$ cat config.mk
export PLATFORM = sky130hd
export DESIGN_NAME = pipe_hazard_ctrl
export DESIGN_NICKNAME = d
export VERILOG_FILES = /design/src/rtl/Pipe_Buf_Reg_PKG.sv /design/src/rtl/pipe_hazard_ctrl.sv
export SDC_FILE = /design/constraint.sdc
export NUM_CORES = 1
export LEC_CHECK = 0
export ABC_AREA = 0
export CAP_MARGIN = 25
export CORE_ASPECT_RATIO = 0.8
export CORE_MARGIN = 10
export CORE_UTILIZATION = 37
export CTS_BUF_LIST = sky130_fd_sc_hd__clkbuf_16
export CTS_CLUSTER_DIAMETER = 30
export DETAILED_ROUTE_END_ITERATION = 8
export GPL_TIMING_DRIVEN = 0
export MAX_ROUTING_LAYER = met4
export PLACE_DENSITY = 0.85
export SYNTH_ARGS = -nofsm -noshare
export SYNTH_HDL_FRONTEND = slang
export SYNTH_SLANG_ARGS = --single-unit
$ cat constraint.sdc
create_clock -name clk -period 3.2 [get_ports clk]
set_input_delay 0.32 -clock clk [delete_from_list [all_inputs] [get_ports clk]]
set_output_delay 0.32 -clock clk [all_outputs]
set_load 0.05 [all_outputs]
$ cat src/rtl/Pipe_Buf_Reg_PKG.sv
// Pipe_Buf_Reg_PKG
//   Shared definitions for the RV32I pipeline buffer registers and the
//   hazard sequencer that drives their enables and flushes.
//   hz_state_e : hazard sequencer state (RUN / LU_STALL / MEM_WAIT)
//   NOP_INSTR  : canonical NOP (addi x0,x0,0) loaded into IF/ID on a flush
package Pipe_Buf_Reg_PKG;

    typedef enum logic [1:0] {
        RUN      = 2'd0,
        LU_STALL = 2'd1,
        MEM_WAIT = 2'd2
    } hz_state_e;

    localparam logic [31:0] NOP_INSTR = 32'h00000013;

endpackage

$ cat src/rtl/pipe_hazard_ctrl.sv
// pipe_hazard_ctrl
//   Central stall/flush sequencer for the 5-stage RV32I pipeline. Resolves
//   load-use hazards, EX-stage redirects and multi-cycle data-memory waits by
//   driving the PC enable and the buffer-register enables/flushes. Control
//   outputs are combinational from the registered state and the current
//   inputs, so a stall takes effect in the cycle it is detected.
//   Priority per cycle: memory wait > redirect > load-use.
//
// Parameters
//   LU_STALL_CYCLES  bubbles inserted per load-use hazard (1..3)
//   MEM_TIMEOUT      dmem wait cycles before mem_timeout is raised (2..255)
//
// Ports
//   clk, reset        clock (rising edge), asynchronous active-low reset
//   if_id_instr       instruction in IF/ID (rs1=[19:15], rs2=[24:20])
//   id_ex_memread     ID/EX holds a load
//   id_ex_rd          ID/EX destination register
//   ex_redirect       EX resolved a taken branch / jal / jalr
//   dmem_req          MEM stage is accessing data memory
//   dmem_ack          data memory completes the access this cycle
//   pc_en, if_id_en   PC / IF/ID load enables
//   if_id_flush       IF/ID becomes NOP on next edge
//   id_ex_flush       ID/EX becomes a bubble on next edge
//   ex_mem_en         EX/MEM load enable (ID/EX holds when low)
//   mem_wb_bubble     MEM/WB loads RegWrite=0
//   mem_timeout       sticky: a dmem wait reached MEM_TIMEOUT cycles
//   ctrl_state        current sequencer state (debug)
//   stall_cycles      cycles with pc_en=0 (PIPE_PERF_CNT_EN only, else 0)
//   flush_count       redirect flushes (PIPE_PERF_CNT_EN only, else 0)
//
// Build option
//   PIPE_PERF_CNT_EN  enables the two 32-bit wrapping performance counters.
module pipe_hazard_ctrl
    import Pipe_Buf_Reg_PKG::*;
#(
    parameter int LU_STALL_CYCLES = 1,
    parameter int MEM_TIMEOUT     = 16
) (
    input  logic        clk,
    input  logic        reset,
    input  logic [31:0] if_id_instr,
    input  logic        id_ex_memread,
    input  logic [4:0]  id_ex_rd,
    input  logic        ex_redirect,
    input  logic        dmem_req,
    input  logic        dmem_ack,
    output logic        pc_en,
    output logic        if_id_en,
    output logic        if_id_flush,
    output logic        id_ex_flush,
    output logic        ex_mem_en,
    output logic        mem_wb_bubble,
    output logic        mem_timeout,
    output logic [1:0]  ctrl_state,
    output logic [31:0] stall_cycles,
    output logic [31:0] flush_count
);

    // Bubbles still owed after the first one, which is inserted in RUN.
    localparam logic [1:0] LU_EXTRA = 2'(LU_STALL_CYCLES - 1);
    localparam logic [7:0] TMO      = 8'(MEM_TIMEOUT);

    hz_state_e   state_q, state_d;
    logic [1:0]  lu_cnt_q, lu_cnt_d;
    logic [7:0]  wait_cnt_q, wait_cnt_d;
    logic        mem_timeout_d;
    logic        lu;
    logic        mem_miss;

    // A flushed IF/ID slot (canonical NOP) never reads a register.
    assign lu = id_ex_memread && (id_ex_rd != 5'd0) &&
                (if_id_instr != NOP_INSTR) &&
                ((id_ex_rd == if_id_instr[19:15]) || (id_ex_rd == if_id_instr[24:20]));

    assign mem_miss = dmem_req && !dmem_ack;

    always_ff @(posedge clk or negedge reset) begin
        if (!reset) begin
            state_q     <= RUN;
            lu_cnt_q    <= 2'd0;
            wait_cnt_q  <= 8'd0;
            mem_timeout <= 1'b0;
        end else begin
            state_q     <= state_d;
            lu_cnt_q    <= lu_cnt_d;
            wait_cnt_q  <= wait_cnt_d;
            mem_timeout <= mem_timeout_d;
        end
    end

    always_comb begin
        state_d       = state_q;
        lu_cnt_d      = lu_cnt_q;
        wait_cnt_d    = wait_cnt_q;
        pc_en         = 1'b1;
        if_id_en      = 1'b1;
        ex_mem_en     = 1'b1;
        if_id_flush   = 1'b0;
        id_ex_flush   = 1'b0;
        mem_wb_bubble = 1'b0;

        case (state_q)
            RUN, LU_STALL: begin
                if (mem_miss) begin
                    // Freeze everything upstream of MEM; owed bubbles are kept.
                    pc_en         = 1'b0;
                    if_id_en      = 1'b0;
                    ex_mem_en     = 1'b0;
                    mem_wb_bubble = 1'b1;
                    wait_cnt_d    = 8'd1;
                    state_d       = MEM_WAIT;
                end else if (state_q == LU_STALL) begin
                    pc_en       = 1'b0;
                    if_id_en    = 1'b0;
                    id_ex_flush = 1'b1;
                    lu_cnt_d    = lu_cnt_q - 2'd1;
                    if (lu_cnt_q == 2'd1) state_d = RUN;
                end else if (ex_redirect) begin
                    // Flushing both younger slots also discards any stalled consumer.
                    if_id_flush = 1'b1;
                    id_ex_flush = 1'b1;
                end else if (lu) begin
                    pc_en       = 1'b0;
                    if_id_en    = 1'b0;
                    id_ex_flush = 1'b1;
                    if (LU_EXTRA != 2'd0) begin
                        lu_cnt_d = LU_EXTRA;
                        state_d  = LU_STALL;
                    end
                end
            end
            MEM_WAIT: begin
                if (!dmem_ack) begin
                    pc_en         = 1'b0;
                    if_id_en      = 1'b0;
                    ex_mem_en     = 1'b0;
                    mem_wb_bubble = 1'b1;
                    wait_cnt_d    = (wait_cnt_q >= TMO) ? TMO : wait_cnt_q + 8'd1;
                end else begin
                    // Access completes: pipeline moves on, front end resolves
                    // whatever the frozen ID/EX and IF/ID were holding.
                    wait_cnt_d = 8'd0;
                    state_d    = RUN;
                    if (lu_cnt_q != 2'd0) begin
                        pc_en       = 1'b0;
                        if_id_en    = 1'b0;
                        id_ex_flush = 1'b1;
                        lu_cnt_d    = lu_cnt_q - 2'd1;
                        if (lu_cnt_q != 2'd1) state_d = LU_STALL;
                    end else if (ex_redirect) begin
                        if_id_flush = 1'b1;
                        id_ex_flush = 1'b1;
                    end else if (lu) begin
                        pc_en       = 1'b0;
                        if_id_en    = 1'b0;
                        id_ex_flush = 1'b1;
                        if (LU_EXTRA != 2'd0) begin
                            lu_cnt_d = LU_EXTRA;
                            state_d  = LU_STALL;
                        end
                    end
                end
            end
            default: begin
                state_d  = RUN;
                lu_cnt_d = 2'd0;
            end
        endcase

        mem_timeout_d = mem_timeout || (wait_cnt_d == TMO);

        // While held in reset the pipeline is frozen and filled with bubbles.
        if (!reset) begin
            pc_en         = 1'b0;
            if_id_en      = 1'b0;
            ex_mem_en     = 1'b0;
            if_id_flush   = 1'b1;
            id_ex_flush   = 1'b1;
            mem_wb_bubble = 1'b1;
        end
    end

    assign ctrl_state = state_q;

`ifdef PIPE_PERF_CNT_EN
    logic [31:0] stall_q;
    logic [31:0] flush_q;
    logic        redirect_flush;

    // Outside reset only a redirect raises if_id_flush with the PC running.
    assign redirect_flush = if_id_flush && pc_en;

    always_ff @(posedge clk or negedge reset) begin
        if (!reset) begin
            stall_q <= 32'd0;
            flush_q <= 32'd0;
        end else begin
            if (!pc_en)         stall_q <= stall_q + 32'd1;
            if (redirect_flush) flush_q <= flush_q + 32'd1;
        end
    end

    assign stall_cycles = stall_q;
    assign flush_count  = flush_q;
`else
    assign stall_cycles = 32'd0;
    assign flush_count  = 32'd0;
`endif

endmodule

; Yosys cells after proc, flatten, opt, wreduce, memory -nomap -nowiden
; Index checks and enable logic that the tools add are counted.
[totals]
regBits = 13
latchBits = 0
ram_bits = 0
romBits = 0
input_bits = 43
out_inout_bits = 73
wordCells = 81
mem_count = 0
[op_classes]
add_sub_neg = 2
multipliers = 0
n_div = 0
n_lt_le_gt_ge = 1
n_eq_ne = 14
n_shift = 0
n_mux = 47
bitwise = 0
n_reduce_logical = 13
[ops]
columns = op, n
row1 = 32-bit by 5-bit inequality test with 1-bit output (second input constant), 1
row2 = 1-bit 2-to-1 mux, 28
row3 = 8-bit 2-to-1 mux, 3
row4 = 2-bit 2-to-1 mux, 8
row5 = 8-bit one-hot mux with 2 select lines, 1
row6 = 5-bit equality test, 2
row7 = 1-bit one-hot mux with 2 select lines, 5
row8 = 8-bit by 1-bit adder with 8-bit output (second input constant), 1
row9 = 8-bit by 5-bit equality test with 1-bit output (second input constant), 1
row10 = 8-bit by 5-bit >= comparator with 1-bit output (second input constant), 1
row11 = 2-bit inequality test (second input constant), 4
row12 = 2-bit one-hot mux with 2 select lines, 2
row13 = 3-bit inequality test (second input constant), 2
row14 = 5-bit nonzero test, 1
row15 = 2-bit by 1-bit equality test with 1-bit output (second input constant), 2
row16 = 1-bit logical AND, 4
row17 = 4-bit AND reduction, 1
row18 = 3-bit AND reduction, 1
row19 = 2-bit equality test (second input constant), 1
row20 = 2-bit logical NOT, 1
row21 = 1-bit logical OR, 2
row22 = 2-bit by 1-bit inequality test with 1-bit output (second input constant), 1
row23 = 2-bit nonzero test, 1
row24 = 2-bit OR reduction, 1
row25 = 2 further kinds, 2

; Logic depth before layout (Yosys ltp)
[depth]
word_depth = 10
mapped_depth = 7
depth_no_buf = 6

; Worst setup path after synthesis
; No wires, ideal clock.
[synth_timing]
path_kind = reg-to-output
start = reg state_q[1], in the netlist ctrl_state[1]
end = out id_ex_flush
t_arrival_ns = 2.329
path_slack_ns = 0.551
stages_incl_launch_ff = 5
cell_sequence = dfrtp_1 buf_2 a21oi_1 o221ai_1 o32ai_1
[synth_between]
elab_chain_cells = 5
word_cells_on_any_way = 8
[synth_lines]
columns = element, line_no
row1 = start: declaration, pipe_hazard_ctrl.sv:63  ; hz_state_e state_q, state_d;
row2 = start signal: assignment, pipe_hazard_ctrl.sv:84  ; state_q <= state_d;
row3 = 2-bit by 1-bit equality test with 1-bit output, "pipe_hazard_ctrl.sv:102, pipe_hazard_ctrl.sv:112"
row4 = 1-bit 2-to-1 mux, pipe_hazard_ctrl.sv:112  ; end else if (state_q == LU_STALL) begin
row5 = 1-bit 2-to-1 mux, pipe_hazard_ctrl.sv:104  ; if (mem_miss) begin
row6 = 1-bit one-hot mux with 2 select lines *, pipe_hazard_ctrl.sv:102  ; case (state_q)
row7 = 1-bit 2-to-1 mux *, pipe_hazard_ctrl.sv:173  ; if (!reset) begin
row8 = end: declaration, pipe_hazard_ctrl.sv:50  ; output logic id_ex_flush,
; Every way passes the cells marked *; elsewhere a longest branch is shown, timed or not.

; Worst setup path in the final report
[layout_timing]
start = in id_ex_rd[2]
end = out pc_en
[layout_between]
elab_chain_cells = 10
word_cells_on_any_way = 15
[layout_lines]
columns = element, line_no
row1 = start: declaration, pipe_hazard_ctrl.sv:43  ; input logic [4:0] id_ex_rd,
row2 = 5-bit nonzero test, pipe_hazard_ctrl.sv:71  ; assign lu = id_ex_memread && (id_ex_rd != 5'd0) &&
row3 = 1-bit logical AND (2 in series), pipe_hazard_ctrl.sv:71
row4 = 1-bit logical AND *, pipe_hazard_ctrl.sv:72  ; (if_id_instr != NOP_INSTR) &&
row5 = 1-bit 2-to-1 mux *, "pipe_hazard_ctrl.sv:122, pipe_hazard_ctrl.sv:153"
row6 = 1-bit 2-to-1 mux *, pipe_hazard_ctrl.sv:118  ; end else if (ex_redirect) begin
row7 = "1-bit 2-to-1 mux, on equally long branches", "pipe_hazard_ctrl.sv:144, pipe_hazard_ctrl.sv:112"
row8 = "1-bit 2-to-1 mux, on equally long branches", "pipe_hazard_ctrl.sv:133, pipe_hazard_ctrl.sv:104"
row9 = 1-bit one-hot mux with 2 select lines *, pipe_hazard_ctrl.sv:102
row10 = 1-bit 2-to-1 mux *, pipe_hazard_ctrl.sv:173
row11 = end: declaration, pipe_hazard_ctrl.sv:47  ; output logic pc_en,
; Marked as above.

==> run metrics <==
CTS tree yes; Synth Register Bits 13; Power Dens Cells 450 nW/um2; gpl congestion 0.860; H-tree Lvls 1; Clock Latency Late Sink 240 ps; post-synth top area share 31.2%; initial antenna violation count 0; Net Switching 0.513 mW; cell taking the most area after synthesis buf_4; Fillers 370; placed insts 365; Worst Path Required 2880 ps; Final min period 3040 ps; CTS Root Cell clkbuf_16; Pint 0.596 mW; core area 4130 um2; synth top area cells buf_4 31%, dfrtp_1 21%, xor2_1 5.6%, a21oi_1 3.5%, ha_1 3.2%; Initial Util 37.9%; CTS Hold Bufs 0; area of the multi-input gates 925 um2; Post-synth EDFFs 0; FFs w/ async S/R, synth 100%; Final setup viols 0; CTS max path bufs 2; Num CTS Buffers 3; Layout Nets 360; adder-cell area share of the yosys netlist 3.20%; Die Y 78.2 um; largest net degree at the start of global routing 15; Peak VDD IR 0.256 mV; Max-slew headroom 58.4%; Syn Inst Count 194; worst slew pin tran 625 ps; largest family of logic cells by synthesized area buffers and inverters; syn_area_per_cell 8.06 um2; post-synthesis sequential area ratio 20.8%; Die Footprint 7240 um2; WL met2 2.70 mm; sequential power share 21.3%; GRT overflow 0; compound-gate portion of the synthesized area 16.2%; CTS clock-pin slew for the worst setup and hold paths 50 ps; Synth Area in XOR/XNOR 6.72%; crit end category primary output; drt wl/cell 12.7 um; register area 325 um2; mux cell area share after synthesis 0%; Max Fanout on Critical Path 3; f_max 0.329 GHz; post-route ant nets 0; routed length on met3 331 um; critical path arrival 2720 ps; Via Count 1494; Crit Path Class primary input to primary output; vias in the first global route 1456; simple-gate share of the synthesized area 17.6%; worst hold path class primary input to async pin; Pleak 1.29 nW; DRT iter0 DRCs 126; Slew Viols, Final 0; IO Port Bufs 51; first-pass GRT wire length 7.37 mm; Cell Area, Synth 1560 um2; Sw Ratio 46.3%; logic gate share of total power 57.7%; max layer used met4; final worst-path cycle share 95.0%; TNS Setup 0 ps; ant diodes 0; Sink Count 13; Metal-1 WL 1.58 mm; fin cells 369; DR pass1 iterations 4; clock share of power 21.0%; DRC Markers 0; die width 92.7 um; Yosys warning count 0; area grow syn2layout 57.5%; skew final 4.45 ps; num ports 116; via-per-instance ratio 4.05; gr usage total 12.5%; status finished clean; Cell Rows 21; Worst setup SP type primary input; share of layout cells above drive strength 1 24.4%; predominant post-synthesis flop cell dfrtp_1; commonest non-fill, non-tap cells in the layout 65 x buf_4, 64 x conb_1, 49 x clkdlybuf4s50_1, 13 x dfrtp_1; max_cap viols 0; DP HPWL 4.18 mm; fin util 59.7%; Netlist cell types 48; RSZ-0062 raised after global routing no; final hold vios 0; DRT Wirelength 4.67 mm; most common cell after layout, fill and taps aside buf_4
==> repair_timing <==
item                                   in CTS  in global routing
endpoints found under the hold margin       0                  0
setup endpoints to repair                   2                  2
gates resized for setup                     1                  2
setup buffers                               0                  0
==> worst max-delay path: stages <==
cell and delay, ps:
clkdlybuf4s50_1 480, or4_1 570, o211a_1 220, o21ai_0 70, o21ba_2 160, buf_4 100
clkdlybuf4s50_1 800
==> cell usage after synthesis (2+ instances only) <==
library cell  count
buf_4            65
o211ai_1          2
a211o_1           2
a22o_1            2
nand4_1           2
a21oi_1          11
ha_1              4
nand2_1           8
inv_1            10
nor2_1           10
o2111ai_1         2
nor4_1            7
nand2b_1          2
o21ai_0           5
nor3_1            4
xor2_1           10
and2_1            3
nor2b_1           2
xnor2_1           2
dfrtp_1          13
==> power by group through the flow <==
| stage | combinational [mW] | sequential (mW) | clock, mW |
|---|---|---|---|
| 5_1_grt | 0.694 | 0.244 | 0.245 |
| 6_report | 0.639 | 0.237 | 0.233 |
| 3_5_place_dp | 0.633 | 0.238 | 0 |
| 3_3_place_gp | 0.621 | 0.236 | 0 |
| 2_1_floorplan | 0.473 | 0.246 | 0 |
| 4_1_cts | 0.634 | 0.236 | 0.238 |
==> worst paths after layout <==
path / cells past startpoint / start / endpoint / slack, ps
min reg2reg: 1 / mem_timeout / mem_timeout / 500
max: 7 / id_ex_rd[2] / pc_en / 160
min in group clk: 1 / mem_timeout / mem_timeout / 500
max reg2reg: 4 / wait_cnt_q[4] / mem_timeout / 1520
max in group asynchronous: 1 / reset / lu_cnt_q[0] / 2620
min: 1 / reset / wait_cnt_q[3] / 170
==> stage by stage <==
stage / instance area (um2) / hold WS [ps] / setup slack (ps) / power, mW
after floorplan: 1800 / 24.4 / 551 / 0.719
after global placement: 2380 / 459 / 20.5 / 0.857
after detailed placement: 2380 / 493 / -37.2 / 0.871
after CTS: 2460 / 221 / 155 / 1.11
after global routing: 2460 / 221 / 8.52 / 1.18
final: 2460 / 171 / 158 / 1.11
==> flip-flops by register name, indices dropped and copies added (netlist names) <==
signal	cells
wait_cnt_q	8
ctrl_state	2
lu_cnt_q	2
mem_timeout	1
==> routing by layer <==
layer	global-route usage [%]	up-vias
li1	-	780
met1	12.7	655
met2	23.9	52
met3	3.14	7
met4	2.46	0
met5	-	-
==> cell families (layout without fill, tap and decap cells) <==
| kind of cell | count (synthesis) | count (layout) |
|---|---|---|
| flops | 13 | 13 |
| fa+ha+maj | 4 | 4 |
| compound gates | 36 | 36 |
| buf+inv | 79 | 134 |
| other cells | 1 | 64 |
| xor+xnor | 12 | 12 |
| simple gates | 49 | 49 |
==> cell type report <==
type	count	area share (%)
plain buffers	69	20.8
flip-flops and latches	13	13.2
inverters	10	1.52
multi-input cells	165	37.5
well taps	57	2.89
clock buffers	3	3.05
repair buffers	51	20.8
clock inverters	1	0.152
Note: power is estimated with default switching activity, not from simulation.
